$ cat src/rtl/pwm_deadtime.sv
// Complementary high/low-side gate generator with programmable dead time and short-pulse suppression.
// Optional break input with sticky flag is built when PWM_DT_BRK_EN is defined.
module pwm_deadtime #(
    parameter int CHN_NUM  = 4,
    parameter int DT_WIDTH = 8
) (
    input  logic                clk_i,
    input  logic                rst_i,
    input  logic                en_i,
    input  logic [DT_WIDTH-1:0] dt_i,
    input  logic [CHN_NUM-1:0]  pol_i,
    input  logic [CHN_NUM-1:0]  pwm_i,
`ifdef PWM_DT_BRK_EN
    input  logic                brk_i,
    input  logic                brk_clr_i,
    output logic                brk_flag_o,
`endif
    output logic [CHN_NUM-1:0]  pwm_h_o,
    output logic [CHN_NUM-1:0]  pwm_l_o,
    output logic [CHN_NUM-1:0]  busy_o
);

    typedef enum logic [1:0] {
        ST_OFF = 2'd0,
        ST_HI  = 2'd1,
        ST_LO  = 2'd2,
        ST_DT  = 2'd3
    } state_t;

    state_t              state_q [CHN_NUM];
    state_t              state_d [CHN_NUM];
    logic [DT_WIDTH-1:0] cnt_q   [CHN_NUM];
    logic [DT_WIDTH-1:0] cnt_d   [CHN_NUM];
    logic                hold;

`ifdef PWM_DT_BRK_EN
    logic brk_flag_q;

    // A simultaneous break request wins over a clear so a persisting fault cannot be acknowledged away.
    always_ff @(posedge clk_i or posedge rst_i) begin
        if (rst_i) begin
            brk_flag_q <= 1'b0;
        end else if (brk_i) begin
            brk_flag_q <= 1'b1;
        end else if (brk_clr_i) begin
            brk_flag_q <= 1'b0;
        end
    end

    assign brk_flag_o = brk_flag_q;
    assign hold       = !en_i || brk_flag_q;
`else
    assign hold = !en_i;
`endif

    always_ff @(posedge clk_i or posedge rst_i) begin
        if (rst_i) begin
            for (int n = 0; n < CHN_NUM; n++) begin
                state_q[n] <= ST_OFF;
                cnt_q[n]   <= '0;
            end
        end else begin
            for (int n = 0; n < CHN_NUM; n++) begin
                state_q[n] <= state_d[n];
                cnt_q[n]   <= cnt_d[n];
            end
        end
    end

    // Leaving DT picks its side from pwm_i at exit, which is what swallows pulses shorter than the dead time.
    always_comb begin
        for (int n = 0; n < CHN_NUM; n++) begin
            state_d[n] = state_q[n];
            cnt_d[n]   = cnt_q[n];
            if (hold) begin
                state_d[n] = ST_OFF;
                cnt_d[n]   = '0;
            end else begin
                case (state_q[n])
                    ST_OFF: begin
                        state_d[n] = pwm_i[n] ? ST_HI : ST_LO;
                    end
                    ST_HI: begin
                        if (!pwm_i[n]) begin
                            if (dt_i == '0) begin
                                state_d[n] = ST_LO;
                            end else begin
                                state_d[n] = ST_DT;
                                cnt_d[n]   = dt_i;
                            end
                        end
                    end
                    ST_LO: begin
                        if (pwm_i[n]) begin
                            if (dt_i == '0) begin
                                state_d[n] = ST_HI;
                            end else begin
                                state_d[n] = ST_DT;
                                cnt_d[n]   = dt_i;
                            end
                        end
                    end
                    ST_DT: begin
                        if (cnt_q[n] == DT_WIDTH'(1)) begin
                            state_d[n] = pwm_i[n] ? ST_HI : ST_LO;
                            cnt_d[n]   = '0;
                        end else begin
                            cnt_d[n] = cnt_q[n] - DT_WIDTH'(1);
                        end
                    end
                    default: begin
                        state_d[n] = ST_OFF;
                        cnt_d[n]   = '0;
                    end
                endcase
            end
        end
    end

    always_comb begin
        pwm_h_o = pol_i;
        pwm_l_o = pol_i;
        busy_o  = '0;
        for (int n = 0; n < CHN_NUM; n++) begin
            pwm_h_o[n] = (state_q[n] == ST_HI) ^ pol_i[n];
            pwm_l_o[n] = (state_q[n] == ST_LO) ^ pol_i[n];
            busy_o[n]  = (state_q[n] == ST_DT);
        end
    end

endmodule
$ cat config.mk
export PLATFORM = sky130hd
export DESIGN_NAME = pwm_deadtime
export DESIGN_NICKNAME = d
export VERILOG_FILES = /design/src/rtl/pwm_deadtime.sv
export SDC_FILE = /design/constraint.sdc
export NUM_CORES = 1
export LEC_CHECK = 0
export ABC_CLOCK_PERIOD_IN_PS = 2600
export BUFFER_PORTS_ARGS = -buffer_cell sky130_fd_sc_hd__buf_2
export CORE_ASPECT_RATIO = 0.9
export CORE_MARGIN = 5
export CORE_UTILIZATION = 55
export DETAILED_ROUTE_END_ITERATION = 8
export HOLD_SLACK_MARGIN = 0.08
export PLACE_DENSITY = 0.81
export RECOVER_POWER = 100
export SLEW_MARGIN = 15
export SYNTH_ARGS = -nofsm -noshare
export SYNTH_HDL_FRONTEND = slang
export SYNTH_SLANG_ARGS = --single-unit
$ cat constraint.sdc
create_clock -name clk_i -period 2.6 [get_ports clk_i]
set_input_delay 0 -clock clk_i [delete_from_list [all_inputs] [get_ports clk_i]]
set_output_delay 0 -clock clk_i [all_outputs]
set_load 0.03 [all_outputs]
==> results_dict.tcl <==
set metrics [dict create \
    period_share_pct 87.3 \
    holdBufCountCts 6 \
    avgRoutedWirePerCell_microns 18.3 \
    hold_start "dt_i[3]" \
    overflow 0 \
    setup_ws_ns 0.329 \
    seq_power_share_pct 31.4 \
    slew_violations 0 \
    ff_latch_area_sq_um 1000 \
    synth.ff_latch_count 40 \
    hp-class "in -> reg" \
    slowest_delay_ns 0.64 \
    synth.distinct_cells 59 \
    switching_share_pct 48.6 \
    final_cell_mix "40 x dfrtp_1, 28 x inv_1, 25 x nand2_1, 20 x ha_1" \
    cpMostUsedCell "clkbuf_1" \
    leakage_nw 1.49 \
    grt_pass1_vias 2780 \
    clk_pin_slew_ns 0.08 \
    powerDensity_nw_per_um2 1140 \
    grt_pass1_wl_microns 13600 \
    die_w_microns 89.7 \
    clk_path_buf_depth 2 \
    status "finished clean" \
    synth_top_area_share_pct 31.8 \
    cts_resized 0 \
    period_needed_ns 2.27 \
    die-area_sq_um 7330 \
    reg2reg_from "cnt_q[1]$_DFFE_PP0P_" \
    reg2reg_slack_ns 0.34 \
    max_freq_mhz 440 \
    row_count 26 \
    end_kind "flip-flop" \
    ys.flop_type "dfrtp_1" \
    rr_worst_depth 6 \
    crit_arrival_ns 2.47 \
    tightest_slew_ns 1.12 \
    power.internal_w 0.00206 \
    crit_required_ns 2.80 \
    grt_usage_pct 22.6 \
    synth_area_leaders "dfrtp_1 32%, ha_1 8.0%, mux2i_1 5.1%" \
    grt_antenna_before_repair 0 \
    routed_via_density 6.68 \
    syn_to_final_growth_pct 11.2 \
    worstPathCellList "dlygate4sd3_1 -> clkbuf_1 -> nor4_1 -> clkbuf_1 -> a21oi_1 -> o21ai_2 -> mux2_2" \
    cts_buffers 5 \
    cts_root_buf "clkbuf_8" \
    maxCapViolCount 0 \
    gp_congestion 0.887 \
    core_area_sq_um 5630 \
    syn-num-nets 371 \
    fillers 474 \
    setup_tns_ns 0 \
    multiInputGateArea_sq_um 1970 \
    clock_latency_ns 0.31 \
    min_to "cnt_q[3]$_DFFE_PP0P_" \
    synth_area_sq_um 3150 \
    worstReg2RegEnd "cnt_q[7]$_DFFE_PP0P_" \
    drcViolationCount 0 \
    drive_above_1_share_pct 13.6 \
    ys_seq_area_share_pct 31.8 \
    synth_cells 332 \
    p_switching_w 0.00195 \
    path_class "in -> reg" \
    cp-start-kind "primary input" \
    firstDrtPassIters 5 \
    cts_setup_buffers 0 \
    boundaryPins 31 \
    die_h_microns 81.7 \
    start_util_pct 55.9 \
    htree_num_levels 2 \
    layout_commonest_cell "dfrtp_1" \
    rsz0062_at_grt "false" \
    slowest_stage "nor4_1" \
    final_nets 407 \
    yosys_warnings 0 \
    clock_skew_ns 0.00401 \
    holdPathStages 3 \
    crit_fanout 7 \
    pwr-share-comb_pct 57.0 \
    slew_headroom_pct 25.7 \
    synth_top_area_cell "dfrtp_1" \
    drt_wl_total_microns 8020 \
    dr_total_vias 2932 \
    setup_viol 0 \
    hold_viol_final 0 \
    cts.sinks 40 \
    detailedPlace.worstSlack_ns 0.370 \
    syn_area_per_cell_sq_um 9.47 \
    postRouteAntennaNets 0 \
    async_flop_share_pct 100 \
    antenna_cells 0 \
    clkPwrFrac_pct 11.6 \
    ir_drop_mv 0.585 \
    drtIter0Drc 213 \
    synth_edf_count 0 \
    cts_tree "yes" \
    grt_max_degree 30 \
    io_buffers 30 \
    dp.final_hpwl_microns 5590 \
]
-- worst max-delay path by stage --
stage                     slack (ns)  cells after the start            startpoint                    end
final                           0.33                      7               dt_i[2]   cnt_q[8]$_DFFE_PP0P_
after global routing            0.11                      8               dt_i[2]  cnt_q[24]$_DFFE_PP0P_
after CTS                       0.36                      6  cnt_q[1]$_DFFE_PP0P_   cnt_q[7]$_DFFE_PP0P_
after detailed placement        0.37                      6  cnt_q[1]$_DFFE_PP0P_   cnt_q[7]$_DFFE_PP0P_
after global placement          0.38                      6  cnt_q[1]$_DFFE_PP0P_   cnt_q[7]$_DFFE_PP0P_
after floorplan                 0.57                      6  cnt_q[1]$_DFFE_PP0P_   cnt_q[7]$_DFFE_PP0P_
-- Yosys cell counts, types with 3 or more instances --
cell / instances
mux2i_1: 16
or3_1: 3
ha_1: 20
nor4_1: 5
nand2b_1: 11
a22oi_1: 5
dfrtp_1: 40
or4_1: 3
o221ai_1: 17
a21oi_1: 4
clkbuf_1: 7
nor3b_1: 3
nor3_1: 11
xor2_1: 8
o211ai_1: 7
o2bb2ai_1: 14
nand2_1: 25
a21boi_0: 8
inv_1: 28
o21ai_0: 5
o21ai_2: 3
o41ai_1: 3
o311ai_0: 8
buf_2: 3
nor2_1: 9
a32oi_1: 10
mux2_2: 9
nor2b_1: 5
-- sequential cells by signal (all words and copies together), names as in the netlist --
register and count:
state_q 8, cnt_q 32
-- worst max-delay path: cells and delay by family --
kind                   cells  cell delay, ns
muxes                      1            0.34
AOI/OAI and AO/OA          2            0.46
buffers and inverters      3            1.02
and+or+nand+nor            1            0.64
-- metrics by stage --
step / utilization [%] / power [W] / cell area (sq um) / hold slack [ns] / instances
2_1_floorplan: - / 0.00298 / 3150 / 0.172 / 332
6_report: 62.2 / 0.00400 / 3500 / 0.0880 / 439
5_1_grt: 62.2 / 0.00431 / 3500 / 0.114 / 439
3_5_place_dp: 59.8 / 0.00350 / 3370 / 0.189 / 425
4_1_cts: 62.7 / 0.00400 / 3530 / 0.0822 / 439
3_3_place_gp: 59.8 / 0.00343 / 3370 / 0.184 / 425
-- logic make-up after synthesis --
| family | count (synthesis) | share of synthesized area (%) |
|---|---|---|
| buf+inv | 42 | 5.49 |
| compound gates | 107 | 28.1 |
| xor+xnor | 8 | 2.23 |
| fa+ha+maj | 20 | 7.96 |
| mux | 26 | 8.67 |
| simple gates | 89 | 15.7 |
| flops | 40 | 31.8 |
-- per-layer routing --
metal / vias up / wire, microns / part of all wire (%) / global-route usage, %
li1: 1371 / - / - / -
met1: 1431 / 3620 / 45 / 30.4
met2: 117 / 3820 / 48 / 37.2
met3: 13 / 449 / 5.6 / 3.57
met4: 0 / 125 / 1.6 / 8.16
met5: - / 0 / 0 / 0
-- power groups by stage --
stage	clock [W]	sequential [W]	combinational, W
final	0.000466	0.00126	0.00228
after global routing	0.000488	0.00130	0.00252
after CTS	0.000469	0.00125	0.00228
after detailed placement	0	0.00125	0.00225
after global placement	0	0.00123	0.00219
after floorplan	0	0.00115	0.00183
-- layout make-up --
cell class	count	share of cell area, %
clock buffers	6	2.36
clock inverters	2	0.429
inverters	28	3.00
multi-input cells	250	56.4
flip-flops and latches	40	28.6
well taps	70	2.50
repair buffers	43	6.72
Note: power is estimated with default switching activity, not from simulation.
